### config.mk
export PLATFORM = sky130hd
export DESIGN_NAME = fetch_queue
export DESIGN_NICKNAME = d
export VERILOG_FILES = /design/src/rtl/mosby_pkg.sv /design/src/rtl/fetch_queue_byte_fifo.sv /design/src/rtl/fetch_queue.sv
export SDC_FILE = /design/constraint.sdc
export NUM_CORES = 1
export LEC_CHECK = 0
export BUFFER_PORTS_ARGS = -buffer_cell sky130_fd_sc_hd__buf_2
export CAP_MARGIN = 10
export CORE_MARGIN = 10
export CORE_UTILIZATION = 40
export DETAILED_ROUTE_END_ITERATION = 16
export PLACE_DENSITY = 0.62
export SKIP_CTS_REPAIR_TIMING = 1
export SYNTH_ARGS = -nofsm -noshare
export SYNTH_HDL_FRONTEND = slang
export SYNTH_SLANG_ARGS = --single-unit
### constraint.sdc
create_clock -name clk_2 -period 4.2 [get_ports clk_2]
set_input_delay 0.21 -clock clk_2 [delete_from_list [all_inputs] [get_ports clk_2]]
set_output_delay 0.21 -clock clk_2 [all_outputs]
set_load 0.1 [all_outputs]
### src/rtl/mosby_pkg.sv
// Shared constants and fetch FSM state encoding for the instruction-fetch front end.
package mosby_pkg;

    localparam logic [7:0]  NOP_OPCODE   = 8'hEA;
    localparam logic [15:0] RESET_VECTOR = 16'hFFFC;

    typedef enum logic [1:0] {
        VEC_LO = 2'd0,
        VEC_HI = 2'd1,
        RUN    = 2'd2
    } fetch_state_t;

endpackage

### src/rtl/fetch_queue_byte_fifo.sv
// Small power-of-two byte FIFO with synchronous clear, used as the prefetch buffer.
module byte_fifo #(
    parameter int DEPTH = 4
) (
    input  logic                     clk_2,
    input  logic                     rst,
    input  logic                     clear,
    input  logic                     push,
    input  logic                     pop,
    input  logic [7:0]               wr_data,
    output logic [7:0]               rd_data,
    output logic [$clog2(DEPTH):0]   count,
    output logic                     full,
    output logic                     empty
);

    localparam int PW = $clog2(DEPTH);

    logic [7:0]    mem [DEPTH];
    logic [PW-1:0] wr_ptr;
    logic [PW-1:0] rd_ptr;
    logic          do_push;
    logic          do_pop;

    assign full    = (count == (PW+1)'(DEPTH));
    assign empty   = (count == '0);
    assign do_push = push && !full;
    assign do_pop  = pop && !empty;
    assign rd_data = mem[rd_ptr];

    // Pointers wrap naturally because DEPTH is a power of two.
    always_ff @(posedge clk_2) begin
        if (!rst || clear) begin
            wr_ptr <= '0;
            rd_ptr <= '0;
            count  <= '0;
        end else begin
            if (do_push) wr_ptr <= wr_ptr + PW'(1);
            if (do_pop)  rd_ptr <= rd_ptr + PW'(1);
            case ({do_push, do_pop})
                2'b10:   count <= count + (PW+1)'(1);
                2'b01:   count <= count - (PW+1)'(1);
                default: count <= count;
            endcase
        end
    end

    always_ff @(posedge clk_2) begin
        if (do_push) mem[wr_ptr] <= wr_data;
    end

endmodule

### src/rtl/fetch_queue.sv
// Prefetch stage: fetches the reset vector, then streams program bytes into a FIFO for the decoder.
module fetch_queue
    import mosby_pkg::*;
#(
    parameter int          DEPTH       = 4,
    parameter logic [15:0] VECTOR_ADDR = RESET_VECTOR,
    parameter logic [7:0]  NOP_OP      = NOP_OPCODE
) (
    input  logic        clk_2,
    input  logic        rst,
    output logic [15:0] mem_addr,
    output logic        mem_rd,
    input  logic        mem_ready,
    input  logic [7:0]  mem_data,
    input  logic        consume,
    input  logic        redirect,
    input  logic [15:0] redirect_pc,
    output logic [7:0]  instruction,
    output logic [15:0] head_pc,
    output logic        flush,
    output logic        normal
);

    fetch_state_t            state;
    logic [15:0]             fetch_pc;
    logic [7:0]              vec_lo;
    logic [$clog2(DEPTH):0]  count;
    logic                    fifo_full;
    logic                    fifo_empty;
    logic [7:0]              fifo_data;
    logic                    push;
    logic                    pop;
    logic                    clear;

    always_comb begin
        mem_rd   = 1'b0;
        mem_addr = fetch_pc;
        case (state)
            VEC_LO: begin
                mem_rd   = 1'b1;
                mem_addr = VECTOR_ADDR;
            end
            VEC_HI: begin
                mem_rd   = 1'b1;
                mem_addr = VECTOR_ADDR + 16'd1;
            end
            RUN:     mem_rd = !fifo_full;
            default: mem_rd = 1'b0;
        endcase
    end

    // A redirect wins over both push and pop, so the returning read is dropped.
    assign clear = (state == RUN) && redirect;
    assign push  = (state == RUN) && mem_rd && mem_ready && !redirect;
    assign pop   = (state == RUN) && consume && !fifo_empty && !redirect;

    assign instruction = fifo_empty ? NOP_OP : fifo_data;
    assign normal      = (state == RUN) && (count != '0) && !flush;

    byte_fifo #(
        .DEPTH(DEPTH)
    ) u_fifo (
        .clk_2  (clk_2),
        .rst    (rst),
        .clear  (clear),
        .push   (push),
        .pop    (pop),
        .wr_data(mem_data),
        .rd_data(fifo_data),
        .count  (count),
        .full   (fifo_full),
        .empty  (fifo_empty)
    );

    // flush stays high through the vector fetch and for one cycle after each redirect.
    always_ff @(posedge clk_2) begin
        if (!rst) begin
            state    <= VEC_LO;
            fetch_pc <= VECTOR_ADDR;
            head_pc  <= '0;
            vec_lo   <= '0;
            flush    <= 1'b1;
        end else begin
            case (state)
                VEC_LO: begin
                    if (mem_ready) begin
                        vec_lo <= mem_data;
                        state  <= VEC_HI;
                    end
                end
                VEC_HI: begin
                    if (mem_ready) begin
                        fetch_pc <= {mem_data, vec_lo};
                        head_pc  <= {mem_data, vec_lo};
                        flush    <= 1'b0;
                        state    <= RUN;
                    end
                end
                RUN: begin
                    flush <= redirect;
                    if (redirect) begin
                        fetch_pc <= redirect_pc;
                        head_pc  <= redirect_pc;
                    end else begin
                        if (push) fetch_pc <= fetch_pc + 16'd1;
                        if (pop)  head_pc  <= head_pc + 16'd1;
                    end
                end
                default: state <= VEC_LO;
            endcase
        end
    end

endmodule
### Word-level counts from Yosys, hierarchy flattened

Memories as Yosys holds them, arrays and structs flattened. A register that Yosys moved wholly into a read port is not among the register bits.
Cells that the tools add are included.

* bits in writable memories: 32
* memories: 1
* bits of input ports: 29
* output and inout port bits: 43
* flip-flop bits (word level): 50

Memories
* u_fifo.mem: words 4, width 8, rd ports 1, clocked after Yosys merged registers in 1, write ports 1, RTL line fetch_queue_byte_fifo.sv:19 `logic [7:0] mem [DEPTH];`

* reductions and logical operators: 28
* bitwise operators: 1
* mux-type cells: 20
* add/subtract/negate cells: 6
* equality and inequality tests: 9

Operator list (count)
* case mux 16 bit (2 select lines): 3
* 2-to-1 mux 16 bit: 5
* adder 16 x 1 -> 16 bit, second input constant: 2
* logical AND 1 bit: 11
* AND reduction 3 bit: 3
* 2-to-1 mux 2 bit: 4
* 2-to-1 mux 8 bit: 1
* != test 3 x 2 -> 1 bit, second input constant: 2
* case mux 2 bit (3 select lines): 1
* case mux 3 bit (2 select lines): 1
* logical NOT 1 bit: 5
* adder 2 x 1 -> 2 bit, second input constant: 2
* equality test 2 x 1 -> 1 bit, second input constant: 2
* equality test 2 bit, second input constant: 2
* != test 2 bit, second input constant: 2
* case mux 1 bit (2 select lines): 2
* AND reduction 2 bit: 2
* nonzero test 2 bit: 2
* adder 3 x 1 -> 3 bit, second input constant: 1
* equality test 3 bit, second input constant: 1
* logical NOT 3 bit: 1
* 2-to-1 mux 1 bit: 3
* nonzero test 3 bit: 1
* subtractor 3 x 1 -> 3 bit, second input constant: 1
* other kinds (4): 4

### Longest topological paths before layout

Gate-level depths: netlist (run 1).

* word-level depth: 9
* depth in mapped cells: 12
* gate-level depth less buffers: 10

### Cells and area by module

A second synthesis (run 1) with hierarchy kept.

* cell total of the unflattened synthesis: 470
* area total of the unflattened synthesis: 4469.3 µm²

By module, submodules not included
* fetch_queue: area each 2830.2 µm², times used 1, cells each 374
* byte_fifo: area each 1639.1 µm², times used 1, cells each 96

### Worst setup path before layout (run 1)

Ideal clock, no wire load.

* path type: reg2out
* from: register state[0]
* to: output port normal
* slack: 977 ps
* required time: 3990 ps
* stages on the path, launching flop included: 6
* arrival time: 3013 ps
* path through: dfxtp_1 > nand2b_1 > buf_2 > buf_2 > buf_2 > nor3_1

* longest elaborated chain between the ends: 3

Ends and longest elaborated chain
* from (decl): RTL line fetch_queue.sv:24 `fetch_state_t state;`
* from (signal assigned): RTL line fetch_queue.sv:78 `state <= VEC_LO;`
* from (signal assigned): RTL line fetch_queue.sv:88 `state <= VEC_HI;`
* from (signal assigned): RTL line fetch_queue.sv:96 `state <= RUN;`
* equality test 2 bit: RTL line fetch_queue.sv:58 `assign normal = (state == RUN) && (count != '0) && !flush;`
* logical AND 1 bit (2 in series): RTL line fetch_queue.sv:58
* to (decl): RTL line fetch_queue.sv:21 `output logic normal`

No other way between the ends.

### Final worst setup path (run 1)

* from: register state[1]
* to: register u_fifo.count[2]

* elaborated cells on any way between the ends: 19
* classes of those cells: eq/ne (4); mux (2); reduce/logical (13)

RTL lines
* equality test 2 bit *: RTL line fetch_queue.sv:55 `assign pop = (state == RUN) && consume && !fifo_empty && !redirect;`
* logical AND 1 bit * (3 in series): RTL line fetch_queue.sv:55
* logical AND 1 bit *: RTL line fetch_queue_byte_fifo.sv:28 `assign do_pop = pop && !empty;`
* named net u_fifo.do_pop: RTL line fetch_queue_byte_fifo.sv:23 `logic do_pop;`
* equality test 2 x 1 -> 1 bit / equality test 2 bit (equally long branches): RTL line fetch_queue_byte_fifo.sv:40 `case ({do_push, do_pop})`
* case mux 3 bit (2 select lines) / nonzero test 2 bit (equally long branches)
* to (signal assigned): RTL line fetch_queue_byte_fifo.sv:41 `2'b10: count <= count + (PW+1)'(1);`
* to (signal assigned): RTL line fetch_queue_byte_fifo.sv:42 `2'b01: count <= count - (PW+1)'(1);`
* to (signal assigned): RTL line fetch_queue_byte_fifo.sv:43 `default: count <= count;`
* to (decl): RTL line fetch_queue_byte_fifo.sv:12 `output logic [$clog2(DEPTH):0] count,`

Mark *: on every way through the listed nets, which the timed path passes. The rest lies on a longest branch.
A chain may end at the register's enable or synchronous reset.

==> reports/metrics.yaml, run 1 <==
status: "finished clean"
drt-initial-drc-count: 234
core-area_um2: 10800
multiInputGateArea_um2: 2220
fillers: 1050
routed_via_density: 5.56
io_pins: 72
chipHeight_um: 125
clock_sinks: 84
start_util_pct: 40.9
min-delay-path-class: "input port to register"
die_area_um2: 15600
path_class: "register to register"
arrival_ns: 3.29
grt_overflow: 0
grt_first_pass_wirelength_um: 19300
cts_tree: "built"
critPathLaunchType: "register"
timing.fmax_ghz: 0.333
p_int_uw: 1210
worst_slack_ns: 1.20
dieWidth_um: 125
first_global_vias: 3666
post-place-ws_ns: 1.21
period_share_pct: 71.4
cp-end-kind: "register"
vdd_drop_max_uv: 228
fin_area_um2: 5020
critPathMaxFanout: 31
place.gp.congestion: 0.854
crit_chain: "or3b_1 -> nor3_2 -> ha_1 -> inv_1 -> fa_1 -> xor2_1 -> or3_1 -> a21oi_1"
hold_viol: 0
p_sw_uw: 631
netlist_area_um2: 4410
hold_path_end: "u_fifo.mem[0][3]"
synthArstFlopShare_pct: 0
r2r_slack_ns: 1.20
diodes: 0
p_per_area_nw_per_um2: 367
avgSynthCellArea_um2: 9.75
antenna_found_initial: 0
syn_to_final_growth_pct: 13.8
root_buffer: "clkbuf_8"
hold_depth: 1
max_cap_violations: 0
synth-seq-cells: 84
route.detailed.drc: 0
busiest_layer: "met2"
first_pass_iters: 4
grt_use_met1_pct: 18.2
ys_types: 65
synth_edf_count: 32
min_period_ns: 3.00
synth_top_cell_by_area: "dfxtp_1"
leakage_uw: 0.00193
wl_per_cell_um: 18.4
fin_setup_tns_ns: 0
clk_path_buf_depth: 2
r2r_start: "state[1]"
hpwlAfterDp_um: 8810
grtUsageTotal_pct: 15.0
clock_latency_ns: 0.37
slowest_delay_ns: 0.92
relSlewSlack_pct: 39.4
r2r-end: "u_fifo.count[2]"
wirelength_um: 12000
yosysWarnings: 0
cp_data_required_time_ns: 4.49
use_met2_pct: 25.5
numCtsBuffers: 9
clkTransAtPathRegs_ns: 0.10
crit_slowest_cell: "dfxtp_1"
htreeDepth: 3
min-delay-start: "mem_data[3]"
synthTopCellsByArea: "dfxtp_1 24%, edfxtp_1 22%, mux4_2 4.1%, a21oi_1 3.5%, nand3_1 3.0%"
clockPowerShare_pct: 29.6
synth_ff_type: "dfxtp_1"
drive_gt1_share_pct: 23.5
ys_seq_area_share_pct: 45.4
r2r_cells: 8
comb_power_share_pct: 19.8
seqCellArea_um2: 2000
fin_skew_ns: 0.0129
yosys-top-cells-count: "52 x dfxtp_1, 32 x edfxtp_1, 31 x a21oi_1, 31 x nand2_1"
finalSetupViolCount: 0
rows: 38
swShare_pct: 34.3
syn_nets: 489
grtUsageMet3_pct: 4.27
final_max_slew_viol_count: 0
post-synth-top-count-cell: "dfxtp_1"
syn_inst: 452
rsz0062_at_grt: "false"
dpl_cell_area_um2: 4840
synthDominantCellAreaShare_pct: 23.6
power_frac_seq_pct: 50.6
grt_start_max_net_pins: 45
port_buffers: 71
tightest_slew_ns: 0.908
finish.utilization_pct: 46.5
drtAntennaViolNets: 0
fin_nets: 546
dr_total_vias: 3634
-- critical path: cells and delay by family (launching register included) --
kind / cells / cell delay (ns)
XOR/XNOR: 1 / 0.16
AND/OR/NAND/NOR: 3 / 1.03
AO/OA/AOI/OAI: 1 / 0.14
buffers and inverters: 1 / 0.06
flip-flops: 1 / 0.92
adder cells (fa/ha/maj): 2 / 0.60
-- layout make-up --
cell class	count	share of cell area, %
clock inverters	7	1.12
repair buffers	76	7.83
flip-flops and latches	84	39.9
multi-input cells	325	44.2
clock buffers	9	2.47
well taps	140	3.49
inverters	13	0.972
-- metal layers --
metal / share of wire (%) / vias to the layer above
met4: 1.4 / 0
met1: 43 / 1751
met3: 6.0 / 12
met5: 0 / -
met2: 49 / 96
li1: - / 1775
-- state kept, by name, indices dropped and copies added (netlist names), named ones only --
signal / cells
u_fifo.count: 3
state: 2
head_pc: 16
u_fifo.mem: 32
u_fifo.wr_ptr: 2
u_fifo.rd_ptr: 2
vec_lo: 8
fetch_pc: 16
flush: 1
-- through the flow --
stage | hold slack, ns | total power (uW) | std cells
final | 0.0883 | 1840 | 654
after CTS | 0.0693 | 1860 | 654
after floorplan | 0.309 | 1220 | 452
after global placement | 0.457 | 1310 | 638
after detailed placement | 0.467 | 1320 | 638
after global routing | 0.0865 | 1930 | 654
-- kinds of logic after synthesis --
group	count (synthesis)	synth area share [%]
and+or+nand+nor	174	21.9
xor gates and xnor gates	6	1.19
muxes	18	6.38
DFF	84	45.4
AOI/OAI and AO/OA	119	18.4
buffers and inverters	43	4.26
adders and majority gates	8	2.44
-- power by group through the flow --
stage	clock network (uW)	logic, uW	registers [uW]
after floorplan	0	222	1000
after global placement	0	360	949
after detailed placement	0	365	950
after CTS	562	366	932
after global routing	592	394	942
final	546	365	933
-- worst max-delay path by stage --
stage               cells past startpoint               to  slack (ns)     start
floorplan                               5           normal        0.98  state[0]
global placement                        8  u_fifo.count[2]        1.35  state[1]
detailed placement                      8  u_fifo.count[2]        1.21  state[1]
CTS                                     8  u_fifo.count[2]        1.18  state[1]
global route                            8  u_fifo.count[2]        0.94  state[1]
finish                                  8  u_fifo.count[2]        1.20  state[1]
-- cells in the final DEF, fill, tap and decap left out, types with 3 or more instances in the layout --
cell type / count
nor3_1: 10
nand2b_1: 14
and2_1: 5
nor3b_1: 4
o21ai_1: 9
nor2_1: 26
clkbuf_8: 9
nor2b_1: 14
inv_6: 3
xor2_1: 3
mux2i_1: 9
dfxtp_1: 52
buf_2: 71
o211ai_1: 8
o211a_1: 7
o21a_1: 4
edfxtp_1: 32
inv_1: 13
nand4_1: 5
a21boi_1: 3
nand2_1: 31
nand3_1: 26
a21oi_1: 31
and3_1: 7
mux4_2: 8
and4b_1: 4
or2_2: 7
ha_1: 7
nor4_1: 3
o31a_1: 7
o21ai_0: 24
buf_4: 5
xnor2_1: 3
a31oi_1: 3
No activity file was read; power rests on OpenSTA's default activity.
==> run 2, diff against run 1 <==
PLACE_DENSITY = 0.64   (was 0.62)
clock period = 2.4 ns   (was 4.2 ns; I/O delays follow)
==> run 2 against run 1 <==
Compared with the run above: fmax rose by 30%; final cell count rose by 1.7%; sequential cell count did not move; register-to-register slack got worse by 1.1 ns; largest power group unchanged; highest routed layer unchanged.
==> reports/metrics.yaml, run 2 (synthesis gave the netlist of run 1 again) <==
drive_gt1_share_pct: 26.9  # +3.3 points
r2r-end: "u_fifo.count[2]"
r2r_start: "u_fifo.count[2]"
grtUsageTotal_pct: 15.2  # +0.19 points
first_pass_iters: 5  # +1
grt_start_max_net_pins: 32  # -29%
fin_setup_tns_ns: 0  # unchanged
fin_skew_ns: 0.00790  # -0.00497 ns
leakage_uw: 0.00205  # +6.4%
die_area_um2: 15600  # unchanged
tightest_slew_ns: 0.772  # -0.136 ns
max_cap_violations: 0  # unchanged
routed_via_density: 5.68  # +2.3%
antenna_found_initial: 0  # unchanged
hold_viol: 0  # unchanged
r2r_cells: 9  # +1
vdd_drop_max_uv: 361  # +59%
finalSetupViolCount: 0  # unchanged
clock_sinks: 84  # unchanged
grt_overflow: 0  # unchanged
p_int_uw: 2350  # +94%
clock_latency_ns: 0.36  # about the same
cp_data_required_time_ns: 2.68  # -1.81 ns
comb_power_share_pct: 19.5  # -0.3 points
path_class: "register to register"
multiInputGateArea_um2: 2230  # +0.62%
fin_nets: 557  # +2.0%
dr_total_vias: 3779  # +4.0%
min-delay-path-class: "input port to register"
hold_path_end: "u_fifo.mem[0][3]"
io_pins: 72  # unchanged
largest_register_ffs: 32  # unchanged
relSlewSlack_pct: 48.4  # +9.0 points
rows: 38  # unchanged
min-delay-start: "mem_data[3]"
diodes: 0  # unchanged
drt-initial-drc-count: 333  # +42%
port_buffers: 71  # unchanged
place.gp.congestion: 0.876  # +2.7%
wl_per_cell_um: 18.5  # +0.46%
power_frac_seq_pct: 46.8  # -3.8 points
clockPowerShare_pct: 33.7  # +4.1 points
arrival_ns: 2.59  # -0.70 ns
numCtsBuffers: 9  # unchanged
fillers: 1054  # +0.38%
r2r_slack_ns: 0.09  # -1.11 ns
cp-end-kind: "register"
p_per_area_nw_per_um2: 658  # +79%
drtAntennaViolNets: 0  # unchanged
first_global_vias: 3763  # +2.6%
clk_path_buf_depth: 2  # unchanged
min_period_ns: 2.31  # -0.692 ns
critPathMaxFanout: 4  # -87%
dpl_cell_area_um2: 5010  # +3.6%
chipHeight_um: 125  # unchanged
layout_commonest_cell: "buf_2"
swShare_pct: 32.1  # -2.2 points
htreeDepth: 3  # unchanged
grt_first_pass_wirelength_um: 19700  # +2.0%
final_max_slew_viol_count: 0  # unchanged
timing.fmax_ghz: 0.433  # +30%
final_cell_mix: "65 x buf_2, 47 x dfxtp_1, 32 x edfxtp_1"
reg_top3: "u_fifo.mem: 32 flops, fetch_pc: 16 flops, head_pc: 16 flops"
syn_to_final_growth_pct: 19.3
root_buffer: "clkbuf_8"
route.detailed.drc: 0  # unchanged
status: "finished clean"
fin_area_um2: 5260  # +4.8%
cts_tree: "built"
core-area_um2: 10800  # unchanged
p_sw_uw: 1110  # +76%
period_share_pct: 96.1  # +25 points
critPathLaunchType: "register"
start_util_pct: 40.9  # unchanged
hold_depth: 1  # unchanged
seqCellArea_um2: 2010  # +0.31%
rsz0062_at_grt: "false"
clkTransAtPathRegs_ns: 0.09  # about the same
wirelength_um: 12300  # +2.2%
dieWidth_um: 125  # unchanged
hpwlAfterDp_um: 9140  # +3.7%
top_register: "u_fifo.mem"
run 2: power groups by stage:
| stage | Clock [uW] | Sequential [uW] | Combinational (uW) |
|---|---|---|---|
| 2_1_floorplan | 0 | 1760 | 389 |
| 3_3_place_gp | 0 | 1650 | 666 |
| 3_5_place_dp | 0 | 1650 | 674 |
| 4_1_cts | 1180 | 1620 | 676 |
| 5_1_grt | 1240 | 1630 | 727 |
| 6_report | 1170 | 1620 | 675 |
run 2: through the flow:
stage | setup WS (ns) | std cells | power (uW) | utilization, % | hold slack, ns
after floorplan | 0.0499 | 452 | 2140 | - | 0.219
after global placement | 0.147 | 648 | 2310 | 46.4 | 0.375
after detailed placement | 0.00110 | 648 | 2320 | 46.4 | 0.377
after CTS | -0.0291 | 664 | 3470 | 48.5 | -0.0000306
after global routing | 0.00369 | 665 | 3600 | 48.7 | 0.0120
final | 0.0929 | 665 | 3460 | 48.7 | 0.00862
run 2: area by class of cell:
cell class / instances / share of cell area (%)
Multi-Input combinational cell: 325 / 42.5
Sequential cell: 84 / 38.2
Timing Repair Buffer: 87 / 10.8
Tap cell: 140 / 3.33
Clock buffer: 9 / 2.36
Clock inverter: 7 / 1.97
Inverter: 13 / 0.928
run 2: worst max-delay path: stages (launching register included):
cell and delay, ns:
dfxtp_2 0.36, or3b_4 0.40, and3_1 0.21, inv_1 0.06
ha_2 0.19, inv_1 0.06, fa_2 0.34, xor2_1 0.15
or3_1 0.33, a21oi_2 0.15
run 2: routing by layer:
layer  part of all wire [%]  wire [um]  vias up  GRT usage [%]
met5                      0          0        -              0
met4                    2.2        275        0           4.88
met3                    6.3        769       22           3.25
met2                     48       5920      129           25.3
met1                     43       5330     1832           19.2
li1                       -          -     1796              -
run 2: worst max path at each step:
stage	from	end	slack [ns]	cells past startpoint
after CTS	u_fifo.count[2]	u_fifo.count[2]	-0.03	9
after global routing	u_fifo.count[2]	u_fifo.count[2]	0.004	9
final	u_fifo.count[2]	u_fifo.count[2]	0.09	9
after floorplan	u_fifo.count[0]	u_fifo.count[2]	0.05	10
after detailed placement	u_fifo.count[2]	u_fifo.count[2]	0.001	9
after global placement	u_fifo.count[2]	u_fifo.count[2]	0.15	9
